$ cat src/rtl/mem_arb_pkg.sv
// Shared definitions for the two-port memory arbiter.
//   owner_e  : which port owns the RAM in a given cycle (none / fetch / data)
//   AW_DEF   : default RAM word-address width
//   DW_DEF   : default data width
//   addr_ok  : true when a byte address is word-aligned and inside the RAM
package mem_arb_pkg;

    localparam int unsigned AW_DEF = 10;
    localparam int unsigned DW_DEF = 32;

    typedef enum logic [1:0] {
        OWN_NONE = 2'd0,
        OWN_I    = 2'd1,
        OWN_D    = 2'd2
    } owner_e;

    // Shifting the whole address keeps this valid for any aw, including aw = 30.
    function automatic logic addr_ok(input logic [31:0] addr, input int unsigned aw);
        return (addr[1:0] == 2'b00) && ((addr >> (aw + 2)) == 32'd0);
    endfunction

endpackage

$ cat src/rtl/rr_arb2.sv
// Two-way round-robin pick.
//   req[1:0] : request vector (bit 0 = fetch, bit 1 = data)
//   last     : 1 when bit 1 was granted most recently, 0 when bit 0 was
//   gnt[1:0] : one-hot (or zero) grant, purely combinational
module rr_arb2 (
    input  logic [1:0] req,
    input  logic       last,
    output logic [1:0] gnt
);

    always_comb begin
        gnt = '0;
        case (req)
            2'b01:   gnt = 2'b01;
            2'b10:   gnt = 2'b10;
            // Tie: the side not granted most recently wins.
            2'b11:   gnt = last ? 2'b01 : 2'b10;
            default: gnt = '0;
        endcase
    end

endmodule

$ cat src/rtl/mem_arbiter.sv
// Arbiter sharing one single-port synchronous RAM (1-cycle read latency)
// between an instruction-fetch port and a data load/store port.
//   clk, reset                      : clock, asynchronous active-low reset
//   i_req/i_addr                    : fetch read request, byte address
//   i_gnt/i_rdata/i_rvalid/i_err    : fetch grant, data, data valid, error
//   d_req/d_we/d_addr/d_wdata       : data request, write enable, address, write data
//   d_gnt/d_rdata/d_rvalid/d_err    : data grant, load data, load valid, error
//   m_en/m_we/m_addr/m_wdata/m_rdata: RAM port
//   stall_cnt                       : saturating count of cycles with a denied request
module mem_arbiter
    import mem_arb_pkg::*;
#(
    parameter int unsigned AW = AW_DEF,
    parameter int unsigned DW = DW_DEF
) (
    input  logic          clk,
    input  logic          reset,

    input  logic          i_req,
    input  logic [31:0]   i_addr,
    output logic          i_gnt,
    output logic [DW-1:0] i_rdata,
    output logic          i_rvalid,
    output logic          i_err,

    input  logic          d_req,
    input  logic          d_we,
    input  logic [31:0]   d_addr,
    input  logic [DW-1:0] d_wdata,
    output logic          d_gnt,
    output logic [DW-1:0] d_rdata,
    output logic          d_rvalid,
    output logic          d_err,

    output logic          m_en,
    output logic          m_we,
    output logic [AW-1:0] m_addr,
    output logic [DW-1:0] m_wdata,
    input  logic [DW-1:0] m_rdata,

    output logic [15:0]   stall_cnt
);

    owner_e      r_last;
    logic        r_i_rd;
    logic        r_d_rd;
    logic        r_i_err;
    logic        r_d_err;
    logic [15:0] r_stall;

    logic [1:0]  w_gnt;
    owner_e      w_owner;
    logic        w_i_ok;
    logic        w_d_ok;
    logic        w_stall;

    assign w_i_ok = addr_ok(i_addr, AW);
    assign w_d_ok = addr_ok(d_addr, AW);

    rr_arb2 u_rr (
        .req  ({d_req, i_req}),
        .last (r_last == OWN_D),
        .gnt  (w_gnt)
    );

    // Grants are suppressed while reset is held low.
    always_comb begin
        w_owner = OWN_NONE;
        if (reset) begin
            if (w_gnt[0])      w_owner = OWN_I;
            else if (w_gnt[1]) w_owner = OWN_D;
        end
    end

    assign i_gnt   = (w_owner == OWN_I);
    assign d_gnt   = (w_owner == OWN_D);
    assign w_stall = (i_req & ~i_gnt) | (d_req & ~d_gnt);

    // Invalid accesses are still granted but never touch the RAM.
    always_comb begin
        m_en    = 1'b0;
        m_we    = 1'b0;
        m_addr  = '0;
        m_wdata = d_wdata;
        case (w_owner)
            OWN_I: begin
                if (w_i_ok) begin
                    m_en   = 1'b1;
                    m_addr = i_addr[AW+1:2];
                end
            end
            OWN_D: begin
                if (w_d_ok) begin
                    m_en   = 1'b1;
                    m_we   = d_we;
                    m_addr = d_addr[AW+1:2];
                end
            end
            default: ;
        endcase
    end

    always_ff @(posedge clk or negedge reset) begin
        if (!reset) begin
            r_last  <= OWN_D;
            r_i_rd  <= 1'b0;
            r_d_rd  <= 1'b0;
            r_i_err <= 1'b0;
            r_d_err <= 1'b0;
            r_stall <= '0;
        end else begin
            r_i_rd  <= i_gnt & w_i_ok;
            r_i_err <= i_gnt & ~w_i_ok;
            r_d_rd  <= d_gnt & w_d_ok & ~d_we;
            r_d_err <= d_gnt & ~w_d_ok;
            if (w_owner != OWN_NONE) r_last <= w_owner;
            if (w_stall && (r_stall != '1)) r_stall <= r_stall + 16'd1;
        end
    end

    assign i_rvalid  = r_i_rd;
    assign d_rvalid  = r_d_rd;
    assign i_err     = r_i_err;
    assign d_err     = r_d_err;
    assign i_rdata   = r_i_rd ? m_rdata : '0;
    assign d_rdata   = r_d_rd ? m_rdata : '0;
    assign stall_cnt = r_stall;

endmodule

$ cat config.mk
export PLATFORM = sky130hd
export DESIGN_NAME = mem_arbiter
export DESIGN_NICKNAME = d
export VERILOG_FILES = /design/src/rtl/mem_arb_pkg.sv /design/src/rtl/rr_arb2.sv /design/src/rtl/mem_arbiter.sv
export SDC_FILE = /design/constraint.sdc
export NUM_CORES = 1
export LEC_CHECK = 0
export CORE_AREA = 2 2 101 103
export DETAILED_ROUTE_END_ITERATION = 8
export DIE_AREA = 0 0 103 105
export GPL_TIMING_DRIVEN = 0
export PLACE_DENSITY = 0.66
export SLEW_MARGIN = 40
export SYNTH_ARGS = -nofsm -noshare
export SYNTH_HDL_FRONTEND = slang
export SYNTH_HIERARCHICAL = 1
export SYNTH_SLANG_ARGS = --single-unit
$ cat constraint.sdc
create_clock -name clk -period 2.9 [get_ports clk]
set_input_delay 0.725 -clock clk [delete_from_list [all_inputs] [get_ports clk]]
set_output_delay 0.725 -clock clk [all_outputs]
set_load 0.05 [all_outputs]
; After elaboration in Yosys (flattened, before gate mapping)
; Index checks and enable logic that the tools add are counted.
[totals]
regBits = 22
latch_bits = 0
ramBits = 0
mem_bits_ro = 0
output_inout_bits = 130
wordCells = 50
mem_count = 0
[op_classes]
addsub = 1
n_mul = 0
div_mod_pow = 0
order_cmp = 0
eq_ne = 7
shifts = 0
n_mux = 15
bitwise = 13
n_reduce_logical = 8
[op_table]
columns = cell, count
row1 = zero test 32 bit, 2
row2 = two-way mux 32 bit, 2
row3 = two-way mux 10 bit, 2
row4 = one-hot mux 10 bit (2 select lines), 1
row5 = adder 16 x 1 -> 16 bit (second input constant), 1
row6 = != test 16 bit (second input constant), 1
row7 = equality test 2 bit (second input constant), 4
row8 = two-way mux 2 bit, 4
row9 = bitwise AND 1 bit, 7
row10 = one-hot mux 2 bit (3 select lines), 1
row11 = inverter 1 bit, 5
row12 = equality test 2 x 1 -> 1 bit (second input constant), 2
row13 = zero test 2 bit, 2
row14 = two-way mux 1 bit, 4
row15 = logical AND 1 bit, 3
row16 = one-hot mux 1 bit (2 select lines), 1
row17 = nonzero test 2 bit, 1
row18 = bitwise OR 1 bit, 1

; Longest topological paths before layout
[depth]
ltp_word = 11
ltp_mapped = 8
mapped_depth_nobuf = 7

; By module
; Netlist, hierarchy kept.
[by_module_without_submodules]
columns = module, instances, cells_per_inst, area_each_um2, seq_area_each_um2
row1 = mem_arbiter, 1, 240, 2044.5, 551.8
row2 = rr_arb2, 1, 3, 18.8, 0.0

; Worst setup path before layout
; No wires, ideal clock.
[synth_timing]
path_type = input -> output
startpoint = input d_req
endpoint = output m_addr[0]
t_arrival_ns = 2.520
slack_ns = -0.345
path_stages = 6
path_buffers = 1
path_cell_list = a21boi_0 -> nand2_1 -> nor2_1 -> clkbuf_1 -> and2_0 -> a32o_1
[synth_between]
elab_chain_cells = 7
[synth_rtl]
columns = item, line
row1 = from (decl), mem_arbiter.sv:26  ; input logic d_req,
row2 = equality test 2 bit or equality test 2 x 1 -> 1 bit (tied branches), rr_arb2.sv:13  ; case (req)
row3 = one-hot mux 2 bit (3 select lines) *, rr_arb2.sv:13
row4 = two-way mux 2 bit, mem_arbiter.sv:71  ; else if (w_gnt[1]) w_owner = OWN_D;
row5 = two-way mux 2 bit *, mem_arbiter.sv:70  ; if (w_gnt[0]) w_owner = OWN_I;
row6 = two-way mux 2 bit *, mem_arbiter.sv:69  ; if (reset) begin
row7 = equality test 2 bit *, n/a
row8 = via d_gnt, mem_arbiter.sv:30  ; output logic d_gnt,
row9 = one-hot mux 10 bit (2 select lines) *, mem_arbiter.sv:85  ; case (w_owner)
row10 = to (decl), mem_arbiter.sv:37  ; output logic [AW-1:0] m_addr,
; Mark *: on every way through the listed nets, which the timed path passes. The rest lies on a longest branch.

; Worst setup path in the final report
[layout_timing]
startpoint = input i_addr[28]
endpoint = output m_addr[8]
[layout_between]
elab_chain_cells = 4
[layout_rtl]
columns = item, line
row1 = from (decl), mem_arbiter.sv:20  ; input logic [31:0] i_addr,
row2 = zero test 32 bit, mem_arb_pkg.sv:19  ; return (addr[1:0] == 2'b00) && ((addr >> (aw + 2)) == 32'd0);
row3 = logical AND 1 bit, mem_arb_pkg.sv:19
row4 = two-way mux 10 bit, mem_arbiter.sv:87  ; if (w_i_ok) begin
row5 = one-hot mux 10 bit (2 select lines), mem_arbiter.sv:85
; No other way between the ends.

==> flow_summary.toml <==
[critical_path]
worstPathCellList = "clkbuf_2 > nor4_2 > nand4_1 > nor4_4 > buf_4 > a32o_2 > buf_8"
required_ns = 2.17
path_buf_inv = 3
path_delay_family = "simple AND/OR/NAND/NOR gates"
r2r_setup_slack_ns = 0.45
arrival_ns = 2.16
crit_type = "input pin to primary output"
cpMaxStageDelayCell = "nor4_4"
crit_path_max_fanout = 4
critPathLaunchType = "input pin"
slowest_delay_ns = 0.34
crit_path_end_kind = "primary output"

[grt]
grt_pass1_vias = 2690
antenna_found_initial = 1
grt_first_pass_wirelength_um = 13800
track_usage_pct = 16.2
grt_max_degree = 27
gr-total-overflow = 0

[detailed_routing]
drcViolationCount = 0
drt_first_pass_iters = 4
wl_per_cell_um = 15.7
vias = 2680
ant_nets = 0
drtIter0Drc = 90
routed_wl_um = 9740
via_per_inst = 4.32

[timing]
fin_ws_ns = 0.0194
whs_ns = 0.350
period_needed_ns = 2.88
setup_violations = 0
slew_violations = 0
grt_setup_unrepaired = "yes"
max-slew-margin-rel_pct = 60.1
max_clock_freq_mhz = 347
finalHoldViolCount = 0
worstMarginPinSlew_ns = 0.596
final.setup.tns_ns = 0
period_share_pct = 99.3
skew_ns = 0.00123

[yosys]
syn_nets = 377
syn_inst = 243
syn_avg_cell_area_um2 = 8.49
synth_area_um2 = 2060
ys_types = 39
synth_seq_area_share_pct = 26.7
yosys_register_bits = 22
yosys_warnings = 6

[clock_network]
cts_buffers = 3
tritoncts = "done"
cts_hold_buf = 0
clock_latency_ns = 0.26
cts_buffer_depth = 2
cts_sinks = 22
clockRootBuffer = "clkbuf_8"
htreeDepth = 1
clk_pin_slew_worst_paths_ns = 0.08

[worst_hold_path]
min_path_type = "input pin to async pin"

[pwr]
leakagePower_nw = 2.54
peakVddDrop_v = 0.000618
p_per_area_nw_per_um2 = 347

[cells_and_area]
post_layout_nonfiller_instances = 621
final_cell_mix = "clkdlybuf4s50_1 (140), and2_1 (69), buf_4 (44)"
num_antenna_cells = 0
area_growth_pct = 131
stdcell_area_um2 = 4780
final_common_cell = "clkdlybuf4s50_1"
nets = 623
drive_gt1_share_pct = 24.4

[placement]
portBuffers = 230
pre_cts_ws_ns = -1.15
gp_congestion = 0.881
hpwl_um = 8160
post-place-cells = 606
placed_area_um2 = 4540

[die]
chipHeight_um = 105
num_rows = 36
die_w_um = 103
initial_utilization_pct = 21.4
coreArea_um2 = 9640
die_area_um2 = 10800
design.portCount = 263

[status]
status = "completed"

[run]
cap_violations = 0
## power by group
group	leakage [nW]	switching (mW)	total, mW	internal, mW
clock network	0.0288	0.105	0.226	0.121
logic	2.25	0.549	0.936	0.387
registers	0.263	0.108	0.498	0.389
total	2.54	0.762	1.66	0.897
## area by class of cell
cell class / instances / area, um^2
plain buffers: 44 / 310
clock buffers: 4 / 55.1
fillers: 940 / 4860
inverters: 6 / 22.5
multi-input cells: 171 / 1290
flip-flops and latches: 22 / 552
well taps: 133 / 166
repair buffers: 241 / 2380
## synthesized netlist by cell type
library cell	count	area, um^2
dfrtp_1	21	526
xor2_1	11	96.3
nand4bb_1	1	11.3
nor2b_1	1	6.26
buf_4	33	248
or4_4	1	11.3
nand4_2	1	12.5
nor2_1	7	26.3
buf_2	2	10.0
mux2_2	1	11.3
nor4_2	2	25.0
or3_1	1	6.26
and2_1	69	432
a22o_1	1	8.76
nor3b_1	2	15.0
clkbuf_1	8	30.0
inv_1	6	22.5
nand4_1	5	31.3
and3b_1	1	8.76
nand2_1	8	30.0
a21boi_0	1	7.51
o211ai_1	1	7.51
xnor2_1	4	35.0
and2_0	6	37.5
nor4b_1	1	8.76
or2_2	1	6.26
nor4_1	13	81.3
nor4_4	2	42.5
ha_1	1	12.5
a21oi_1	1	5.00
a32o_1	10	100
nor3_1	6	30.0
buf_6	1	11.3
a21boi_1	1	7.51
nand3_1	5	25.0
nor4b_2	1	15.0
dfstp_2	1	26.3
and3_1	1	6.26
or4_1	4	30.0
## kinds of logic after synthesis
| kind of cell | after synthesis | share of synthesized area (%) |
|---|---|---|
| flops | 22 | 26.7 |
| compound gates | 15 | 6.61 |
| buf+inv | 50 | 15.6 |
| simple gates | 139 | 43.5 |
| xor+xnor | 15 | 6.37 |
| mux | 1 | 0.546 |
| fa+ha+maj | 1 | 0.606 |
## path summary, 6_finish.rpt
check,start,end,cells after the start
worst max-delay path,i_addr[28],m_addr[8],7
worst min-delay path,reset,stall_cnt[6],1
worst max register to register,r_last[1],stall_cnt[7],10
worst min register to register,stall_cnt[15],stall_cnt[15],1
max in group asynchronous,reset,r_last[1],1
min in group clk,stall_cnt[15],stall_cnt[15],1
## repair_timing
action | 4_1_cts | 5_1_grt
setup buffers | 9 | 0
pin swaps | 20 | 11
cloned | 2 | 0
resized for setup | 209 | 51
setup endpoints to repair | 20 | 39
## metrics by stage
stage                     power (mW)  utilization (%)
after detailed placement        1.44             47.1
final                           1.66             49.5
after global placement          1.42             47.1
after floorplan                 1.03                -
after CTS                       1.66             48.5
after global routing            1.75             49.5
## state kept, by name (all words and copies together) (netlist names)
signal / cells
stall_cnt: 16
r_last: 2
d_err: 1
d_rvalid: 1
i_err: 1
i_rvalid: 1
## routing by layer
metal	vias to the layer above	part of all wire (%)	GRT usage [%]	wire length [um]
met2	135	54	32.2	5300
met4	2	1.5	3.67	142
met3	13	9.1	2.61	889
li1	1294	-	-	-
met5	-	0.13	0	13
met1	1236	35	17.3	3390
No activity file was read; power rests on OpenSTA's default activity.
